## config.mk

```make
export PLATFORM = sky130hd
export DESIGN_NAME = rpc_flow_steering
export DESIGN_NICKNAME = d
export VERILOG_FILES = /design/src/rtl/rpc_flow_steering_pkg.sv /design/src/rtl/rpc_flow_steering_sync_fifo.sv /design/src/rtl/rpc_flow_steering.sv
export SDC_FILE = /design/constraint.sdc
export NUM_CORES = 1
export LEC_CHECK = 0
export ABC_CLOCK_PERIOD_IN_PS = 9300
export BUFFER_PORTS_ARGS = -buffer_cell sky130_fd_sc_hd__buf_4
export CORE_MARGIN = 5
export CORE_UTILIZATION = 60
export DETAILED_ROUTE_END_ITERATION = 12
export PLACE_DENSITY_LB_ADDON = 0.12
export SETUP_SLACK_MARGIN = 0.5
export SYNTH_ARGS = -nofsm -noshare
export SYNTH_HDL_FRONTEND = slang
export SYNTH_HIERARCHICAL = 1
export SYNTH_SLANG_ARGS = --single-unit
```

## constraint.sdc

```tcl
create_clock -name clk -period 9.3 [get_ports clk]
set_clock_uncertainty 0.15 [all_clocks]
set_input_delay 2.325 -clock clk [delete_from_list [all_inputs] [get_ports clk]]
set_output_delay 2.325 -clock clk [all_outputs]
set_load 0.03 [all_outputs]
```

## src/rtl/rpc_flow_steering_pkg.sv

```systemverilog
// Shared NIC types for the TX flow-steering stage.
// Flow ids are carried at their widest; ports narrow them.
package nic_defs;

  localparam int FLOW_W = 8;

  typedef logic [FLOW_W-1:0] FlowId;
  typedef logic [15:0] ConnId;

  typedef enum logic {
    SteerRR    = 1'b0,
    SteerTable = 1'b1
  } SteerMode;

  typedef struct packed {
    logic [15:0] rpc_id;
    logic [31:0] arg;
  } RpcIf;

  typedef struct packed {
    RpcIf  rpc;
    FlowId flow;
  } SteeredRpc;

endpackage

```

## src/rtl/rpc_flow_steering_sync_fifo.sv

```systemverilog
// Single-clock FIFO with show-ahead read data.
// Occupancy is exported so the owner can plan ahead.
module sync_fifo #(
  parameter int DATA_WIDTH = 8,
  parameter int LOG_DEPTH  = 3
) (
  input  logic                  clk,
  input  logic                  reset,
  input  logic                  push,
  input  logic [DATA_WIDTH-1:0] wdata,
  input  logic                  pop,
  output logic [DATA_WIDTH-1:0] rdata,
  output logic                  full,
  output logic                  empty,
  output logic [LOG_DEPTH:0]    count
);

  localparam int DEPTH = 1 << LOG_DEPTH;

  logic [DATA_WIDTH-1:0] mem [DEPTH];
  logic [LOG_DEPTH-1:0]  wr_ptr;
  logic [LOG_DEPTH-1:0]  rd_ptr;
  logic                  do_push;
  logic                  do_pop;

  assign full    = (count == {1'b1, {LOG_DEPTH{1'b0}}});
  assign empty   = (count == '0);
  assign do_push = push && !full;
  assign do_pop  = pop && !empty;
  assign rdata   = mem[rd_ptr];

  always_ff @(posedge clk) begin
    if (do_push) begin
      mem[wr_ptr] <= wdata;
    end
  end

  always_ff @(posedge clk) begin
    if (reset) begin
      wr_ptr <= '0;
      rd_ptr <= '0;
      count  <= '0;
    end else begin
      if (do_push) wr_ptr <= wr_ptr + 1'b1;
      if (do_pop)  rd_ptr <= rd_ptr + 1'b1;
      if (do_push && !do_pop) begin
        count <= count + 1'b1;
      end else if (do_pop && !do_push) begin
        count <= count - 1'b1;
      end
    end
  end

endmodule

```

## src/rtl/rpc_flow_steering.sv

```systemverilog
// TX flow steering: pick a flow per RPC, buffer, and feed the
// CCI-P transmitter only while it can take data.
module rpc_flow_steering
  import nic_defs::*;
#(
  parameter int NIC_ID            = 0,
  parameter int LMAX_NUM_OF_FLOWS = 1,
  parameter int LCONN_TBL         = 3,
  parameter int LFIFO_DEPTH       = 3
) (
  input  logic                         clk,
  input  logic                         reset,
  input  logic                         start,
  input  logic                         mode,
  input  logic [LMAX_NUM_OF_FLOWS-1:0] number_of_flows,
  input  logic                         tbl_wr_en,
  input  logic [LCONN_TBL-1:0]         tbl_wr_idx,
  input  logic [LMAX_NUM_OF_FLOWS-1:0] tbl_wr_flow,
  input  RpcIf                         rpc_in,
  input  logic                         rpc_in_valid,
  input  ConnId                        rpc_conn_id_in,
  output logic                         rpc_in_ready,
  input  logic                         ccip_tx_ready,
  output RpcIf                         rpc_out,
  output logic                         rpc_out_valid,
  output logic [LMAX_NUM_OF_FLOWS-1:0] rpc_flow_id_out,
  output logic [31:0]                  stat_accepted,
  output logic [31:0]                  stat_dropped
);

  localparam int TBL_N = 1 << LCONN_TBL;
  localparam int CW    = LFIFO_DEPTH + 1;
  localparam logic [CW-1:0] FULL_OCC = {1'b1, {LFIFO_DEPTH{1'b0}}};

  typedef logic [LMAX_NUM_OF_FLOWS-1:0] flow_t;

  SteerMode  mode_e;
  flow_t     tbl [TBL_N];
  flow_t     rr_ptr;
  flow_t     rr_flow;
  flow_t     tbl_flow;
  flow_t     steer_flow;
  logic      ready_q;
  logic      accept;
  SteeredRpc s1_q;
  logic      s1_valid;
  SteeredRpc fifo_rdata;
  SteeredRpc out_data;
  logic      fifo_full;
  logic      fifo_empty;
  logic [CW-1:0] fifo_count;
  logic [CW-1:0] occ;
  logic [CW-1:0] occ_d;
  logic      can_pop;
  logic      bypass;
  logic      fifo_pop;
  logic      fifo_push;
  logic      pop_any;
  logic      unused;

  assign mode_e       = SteerMode'(mode);
  assign rpc_in_ready = ready_q;
  assign accept       = start && rpc_in_valid && ready_q;

  // A pointer left above a shrunken flow count restarts at flow 0.
  assign rr_flow  = (rr_ptr > number_of_flows) ? '0 : rr_ptr;
  assign tbl_flow = tbl[rpc_conn_id_in[LCONN_TBL-1:0]];

  always_comb begin
    steer_flow = rr_flow;
    unique case (mode_e)
      SteerRR:    steer_flow = rr_flow;
      SteerTable: steer_flow = (tbl_flow > number_of_flows) ? '0 : tbl_flow;
    endcase
  end

  always_ff @(posedge clk) begin
    if (reset) begin
      rr_ptr <= '0;
    end else if (accept && mode_e == SteerRR) begin
      rr_ptr <= (rr_flow >= number_of_flows) ? '0 : rr_flow + 1'b1;
    end
  end

  always_ff @(posedge clk) begin
    if (reset) begin
      for (int i = 0; i < TBL_N; i++) begin
        tbl[i] <= LMAX_NUM_OF_FLOWS'(i);
      end
    end else if (tbl_wr_en) begin
      tbl[tbl_wr_idx] <= tbl_wr_flow;
    end
  end

  always_ff @(posedge clk) begin
    if (reset) begin
      s1_valid <= 1'b0;
      s1_q     <= '0;
    end else begin
      s1_valid <= accept;
      if (accept) begin
        s1_q <= '{rpc: rpc_in, flow: FlowId'(steer_flow)};
      end
    end
  end

  // Stage 1 skips the FIFO when it is empty to keep latency at two.
  assign can_pop   = start && ccip_tx_ready;
  assign bypass    = can_pop && fifo_empty && s1_valid;
  assign fifo_pop  = can_pop && !fifo_empty;
  assign fifo_push = s1_valid && !bypass && !fifo_full;
  assign pop_any   = bypass || fifo_pop;
  assign out_data  = bypass ? s1_q : fifo_rdata;

  sync_fifo #(
    .DATA_WIDTH($bits(SteeredRpc)),
    .LOG_DEPTH (LFIFO_DEPTH)
  ) u_fifo (
    .clk  (clk),
    .reset(reset),
    .push (fifo_push),
    .wdata(s1_q),
    .pop  (fifo_pop),
    .rdata(fifo_rdata),
    .full (fifo_full),
    .empty(fifo_empty),
    .count(fifo_count)
  );

  // Occupancy counts the stage-1 slot so an accepted RPC always fits.
  assign occ   = fifo_count + CW'(s1_valid);
  assign occ_d = occ + CW'(accept) - CW'(pop_any);

  always_ff @(posedge clk) begin
    if (reset) begin
      ready_q <= 1'b1;
    end else begin
      ready_q <= (occ_d < FULL_OCC);
    end
  end

  always_ff @(posedge clk) begin
    if (reset) begin
      rpc_out_valid   <= 1'b0;
      rpc_out         <= '0;
      rpc_flow_id_out <= '0;
    end else begin
      rpc_out_valid <= pop_any;
      if (pop_any) begin
        rpc_out         <= out_data.rpc;
        rpc_flow_id_out <= out_data.flow[LMAX_NUM_OF_FLOWS-1:0];
      end
    end
  end

  always_ff @(posedge clk) begin
    if (reset) begin
      stat_accepted <= '0;
      stat_dropped  <= '0;
    end else begin
      if (accept) begin
        stat_accepted <= stat_accepted + 32'd1;
      end
      if (start && rpc_in_valid && !ready_q && stat_dropped != '1) begin
        stat_dropped <= stat_dropped + 32'd1;
      end
    end
  end

  assign unused = ^{rpc_conn_id_in, out_data.flow, 32'(NIC_ID)};

endmodule

```

; Word-level counts from Yosys, hierarchy flattened
; Memories as Yosys holds them, arrays and structs flattened. A register that Yosys moved wholly into a read port is not among the register bits.
; Index checks and enable logic that the tools add are counted.
[word_totals]
register_bits = 176
elab_cells = 78
n_memories = 2
mem_bits_ro = 0
ramBits = 400
in_bits = 76
output_inout_bits = 115
latch_bits = 0
[mem_list]
columns = memory, depth, word_bits, rd, rd_ports_with_merged_regs, write_ports, line_no
row1 = u_fifo.mem, 8, 49, 1, 1, 1, rpc_flow_steering_sync_fifo.sv:20  ; logic [DATA_WIDTH-1:0] mem [DEPTH];
row2 = tbl, 8, 1, 1, 0, 8, rpc_flow_steering.sv:38  ; flow_t tbl [TBL_N];
[classes]
bitwise_logic = 1
shifts = 0
n_mul = 0
muxes = 19
n_reduce_logical = 25
order_cmp = 4
n_div = 0
eq_ne = 2
n_addsub = 10
[op_table]
columns = op, n
row1 = "32-bit by 1-bit adder with 32-bit output, second input constant", 2
row2 = 56-bit 2-to-1 mux, 1
row3 = "32-bit != test, second input constant", 1
row4 = 1-bit logical AND, 15
row5 = 1-bit 2-to-1 mux, 12
row6 = 3-bit 2-to-1 mux, 3
row7 = 4-bit by 1-bit adder with 4-bit output, 2
row8 = 4-bit 2-to-1 mux, 2
row9 = "3-bit by 1-bit adder with 3-bit output, second input constant", 2
row10 = 1-bit logical NOT, 6
row11 = "4-bit by 1-bit adder with 4-bit output, second input constant", 1
row12 = "4-bit equality test, second input constant", 1
row13 = 4-bit logical NOT, 1
row14 = "4-bit < comparator, second input constant", 1
row15 = 4-bit by 1-bit subtractor with 4-bit output, 1
row16 = "4-bit by 1-bit subtractor with 4-bit output, second input constant", 1
row17 = 1-bit greater-than comparator, 2
row18 = 1-bit one-hot mux with 2 select lines, 1
row19 = 2-bit nonzero test, 1
row20 = "1-bit adder, second input constant", 1
row21 = 1-bit >= comparator, 1
row22 = 1-bit logical OR, 1
row23 = 1-bit inverter, 1
row24 = 1-bit OR reduction, 1

; Depth between registers and ports, before layout
[logic_depth]
word_depth = 11
mapped_depth = 13
ltp_nobuf = 12

; Modules after synthesis
; Netlist, hierarchy kept.
[by_module_without_submodules]
columns = mod, instances, cells_per_inst, seq_area_each_um2, area_each_um2
row1 = sync_fifo, 1, 720, 13713.2, 17463.0
row2 = rpc_flow_steering, 1, 880, 3523.4, 7317.0

; Worst setup path before layout
; No wires, ideal clock.
[synth_path]
path_kind = in2reg
from = input start
to = memory u_fifo/mem[0][0] (netlist name), enable pin
cell_stages = 7
slack_ns = 1.641
n_path_buf = 2
arrival_time_ns = 6.970
required_time_ns = 8.611
setup_time_ns = 0.539
path_cell_list = buf_4 -> nand3_1 -> nor3b_1 -> and2_1 -> buf_6 -> nand2b_1 -> nor3_1
[synth_via]
elab_chain_cells = 9
[synth_rtl]
columns = element, line_no
row1 = from (decl), rpc_flow_steering.sv:13  ; input logic start,
row2 = 1-bit logical AND, rpc_flow_steering.sv:108  ; assign can_pop = start && ccip_tx_ready;
row3 = 1-bit logical AND (2 in series), rpc_flow_steering.sv:109  ; assign bypass = can_pop && fifo_empty && s1_valid;
row4 = 1-bit logical NOT, rpc_flow_steering.sv:111  ; assign fifo_push = s1_valid && !bypass && !fifo_full;
row5 = 1-bit logical AND (2 in series), rpc_flow_steering.sv:111
row6 = via fifo_push, rpc_flow_steering.sv:57  ; logic fifo_push;
row7 = 1-bit logical AND, rpc_flow_steering_sync_fifo.sv:28  ; assign do_push = push && !full;
row8 = via u_fifo.do_push, rpc_flow_steering_sync_fifo.sv:23  ; logic do_push;
row9 = 1-bit 2-to-1 mux, rpc_flow_steering_sync_fifo.sv:33  ; if (do_push) begin
row10 = 1-bit 2-to-1 mux (not written as such), rpc_flow_steering_sync_fifo.sv:34  ; mem[wr_ptr] <= wdata;
row11 = to (decl), rpc_flow_steering_sync_fifo.sv:20
; The timed path passes the listed nets, and every way through them passes these cells.

; Worst setup path after layout
[layout_path]
from = input start
to = memory u_fifo/mem[0][28] (netlist name), enable pin
[layout_via]
elab_chain_cells = 9
[layout_rtl]
columns = element, line_no
row1 = 1-bit logical AND, rpc_flow_steering.sv:108
row2 = 1-bit logical AND (2 in series), rpc_flow_steering.sv:109
row3 = 1-bit logical NOT, rpc_flow_steering.sv:111
row4 = 1-bit logical AND (2 in series), rpc_flow_steering.sv:111
row5 = via fifo_push, rpc_flow_steering.sv:57
row6 = 1-bit logical AND, rpc_flow_steering_sync_fifo.sv:28
row7 = 1-bit 2-to-1 mux, rpc_flow_steering_sync_fifo.sv:33
row8 = 1-bit 2-to-1 mux (not written as such), rpc_flow_steering_sync_fifo.sv:34
; The timed path passes the listed nets, and every way through them passes these cells.

==> reports/metrics.yaml <==
cp_common_cell: "buf_4"
grt_pass1_vias: 13400
dr.pass1.iters: 5
p_clk_share_pct: 40.1
dpl_cell_area_um2: 24500
drtIter0Drc: 1019
grt_pass1_wl_mm: 75.6
status: "completed"
internal-power_mw: 4.27
hold_viol: 0
num_vias: 13400
gp_congestion: 0.811
synthCells: 1522
crit_fanout: 39
start_util_pct: 60.6
cts_resized: 0
synth_nets: 1610
post-route-util_pct: 70.1
grt_max_degree: 99
drv_cap: 0
ios: 191
slowest_delay_ps: 800
cp_slowest_cell: "nor3_2"
rows: 71
fin_tns_setup_ps: 0
cts_buffer_depth: 3
path_buf_inv: 2
critPathKind: "in -> reg"
worstMarginPinSlew_ps: 1240
port_buffers: 177
path_clk_slew_ps: 60
layout_common_cells: "edfxtp_1, buf_4, dfxtp_1"
setup_ws_ps: 4330
hold_buffers: 0
setup_viol: 0
syn_area_um2: 22700
wl_per_cell_um: 21.5
antenna_left: 0
syn2layout_area_growth_pct: 15.7
clock_latency_ps: 590
period_minus_slack_ps: 4970
cp-end-kind: "flip-flop"
slew_violations: 0
antenna_found_initial: 1
synth.avg_cell_area_um2: 14.9
p_leak_nw: 8.64
viasPerCell: 5.96
layout-drive-gt1-share_pct: 26.4
grtUsageTotal_pct: 23.2
wl_mm: 48.4
switching_share_pct: 22.4
rsz0062_at_grt: "no"
drc: 0
n_antenna_cell: 0
pre_cts_slack_ps: 3630
finalNetCount: 1773
cp_data_required_time_ps: 9370
p_per_area_nw_per_um2: 209
final_common_cell: "edfxtp_1"
stdcell_area_um2: 26300
worstSetupStartpointType: "input port"
yosysWarningCount: 6
die_w_um: 205
numCtsBuffers: 57
cts-root-buf: "clkbuf_16"
max_slew_margin_pct: 16.4
post_cts_buffers: 0
hold_ws_ps: 303
min_period_over_period_pct: 53.5
crit_arrival_ps: 5040
combPwrFrac_pct: 7.3
cts_tree: "built"
cp_top_family: "simple AND/OR/NAND/NOR gates"
ir_worst_vdd_mv: 0.139
seqPwrFrac_pct: 52.6
dieArea_um2: 41800
min_path_type: "reg -> reg"
dp_hpwl_mm: 26.4
gr-total-overflow: 0
dieHeight_um: 205
fillers: 2536
cp_cell_sequence: "buf_4, nand3_1, nor3b_1, and2_1, nand2b_1, nor3_2, buf_4"
htreeDepth: 2
max_clock_freq_ghz: 0.201
cts.sinks: 579
core_area_um2: 37500
power.switching_mw: 1.23
-- layer usage --
| metal | wire (um) | part of all wire, % | track usage, % | vias to the layer above |
|---|---|---|---|---|
| li1 | - | - | - | 6136 |
| met1 | 20000 | 41 | 32.8 | 6737 |
| met3 | 3660 | 7.6 | 5.27 | 61 |
| met2 | 23900 | 49 | 37.9 | 442 |
| met5 | 13 | 0.027 | 0 | - |
| met4 | 734 | 1.5 | 4.93 | 2 |
-- tightest hold or removal path: cells and delay by family (launching register included) --
| kind | cells | cell delay [ps] |
|---|---|---|
| flip-flops | 1 | 310 |
| AO/OA/AOI/OAI | 1 | 50 |
| AND/OR/NAND/NOR | 1 | 50 |
-- metrics by stage --
step | power, mW | std cells
after floorplan | 3.21 | 1522
after global placement | 3.34 | 2137
after detailed placement | 3.36 | 2137
after CTS | 5.56 | 2245
after global routing | 5.71 | 2245
final | 5.50 | 2245
-- power by group through the flow --
stage	Clock, mW	Sequential, mW	Combinational, mW
floorplan	0	2.97	0.241
global placement	0	2.94	0.399
detailed placement	0	2.95	0.407
CTS	2.25	2.89	0.409
global route	2.36	2.90	0.438
finish	2.20	2.89	0.404
-- registers in the layout (all words and copies together), names as in the netlist, named ones only --
register / cells
rpc_flow_id_out: 1
rpc_in_ready: 1
rpc_out: 48
rpc_out_valid: 1
rr_ptr: 1
s1_q: 49
s1_valid: 1
stat_accepted: 32
stat_dropped: 32
tbl: 8
u_fifo/count: 4
u_fifo/mem: 392
u_fifo/rd_ptr: 3
u_fifo/wr_ptr: 3
-- final timing paths --
check / start / end / slack (ps) / cells past startpoint
max reg2reg: u_fifo/count[1] / u_fifo/mem[0][28] / 5510 / 7
max: start / u_fifo/mem[0][28] / 4330 / 7
min reg2reg: rpc_out[46] / rpc_out[46] / 300 / 2
min: rpc_out[46] / rpc_out[46] / 300 / 2
-- final cells by class --
cell class | count | area (um^2) | share of cell area, %
Timing Repair Buffer | 195 | 1470 | 5.59
Tap cell | 511 | 639 | 2.43
Multi-Input combinational cell | 836 | 6730 | 25.6
Sequential cell | 579 | 15600 | 59.3
Clock inverter | 16 | 138 | 0.524
Clock buffer | 92 | 1670 | 6.36
Inverter | 16 | 60.1 | 0.229
(Power assumes the default switching activity.)
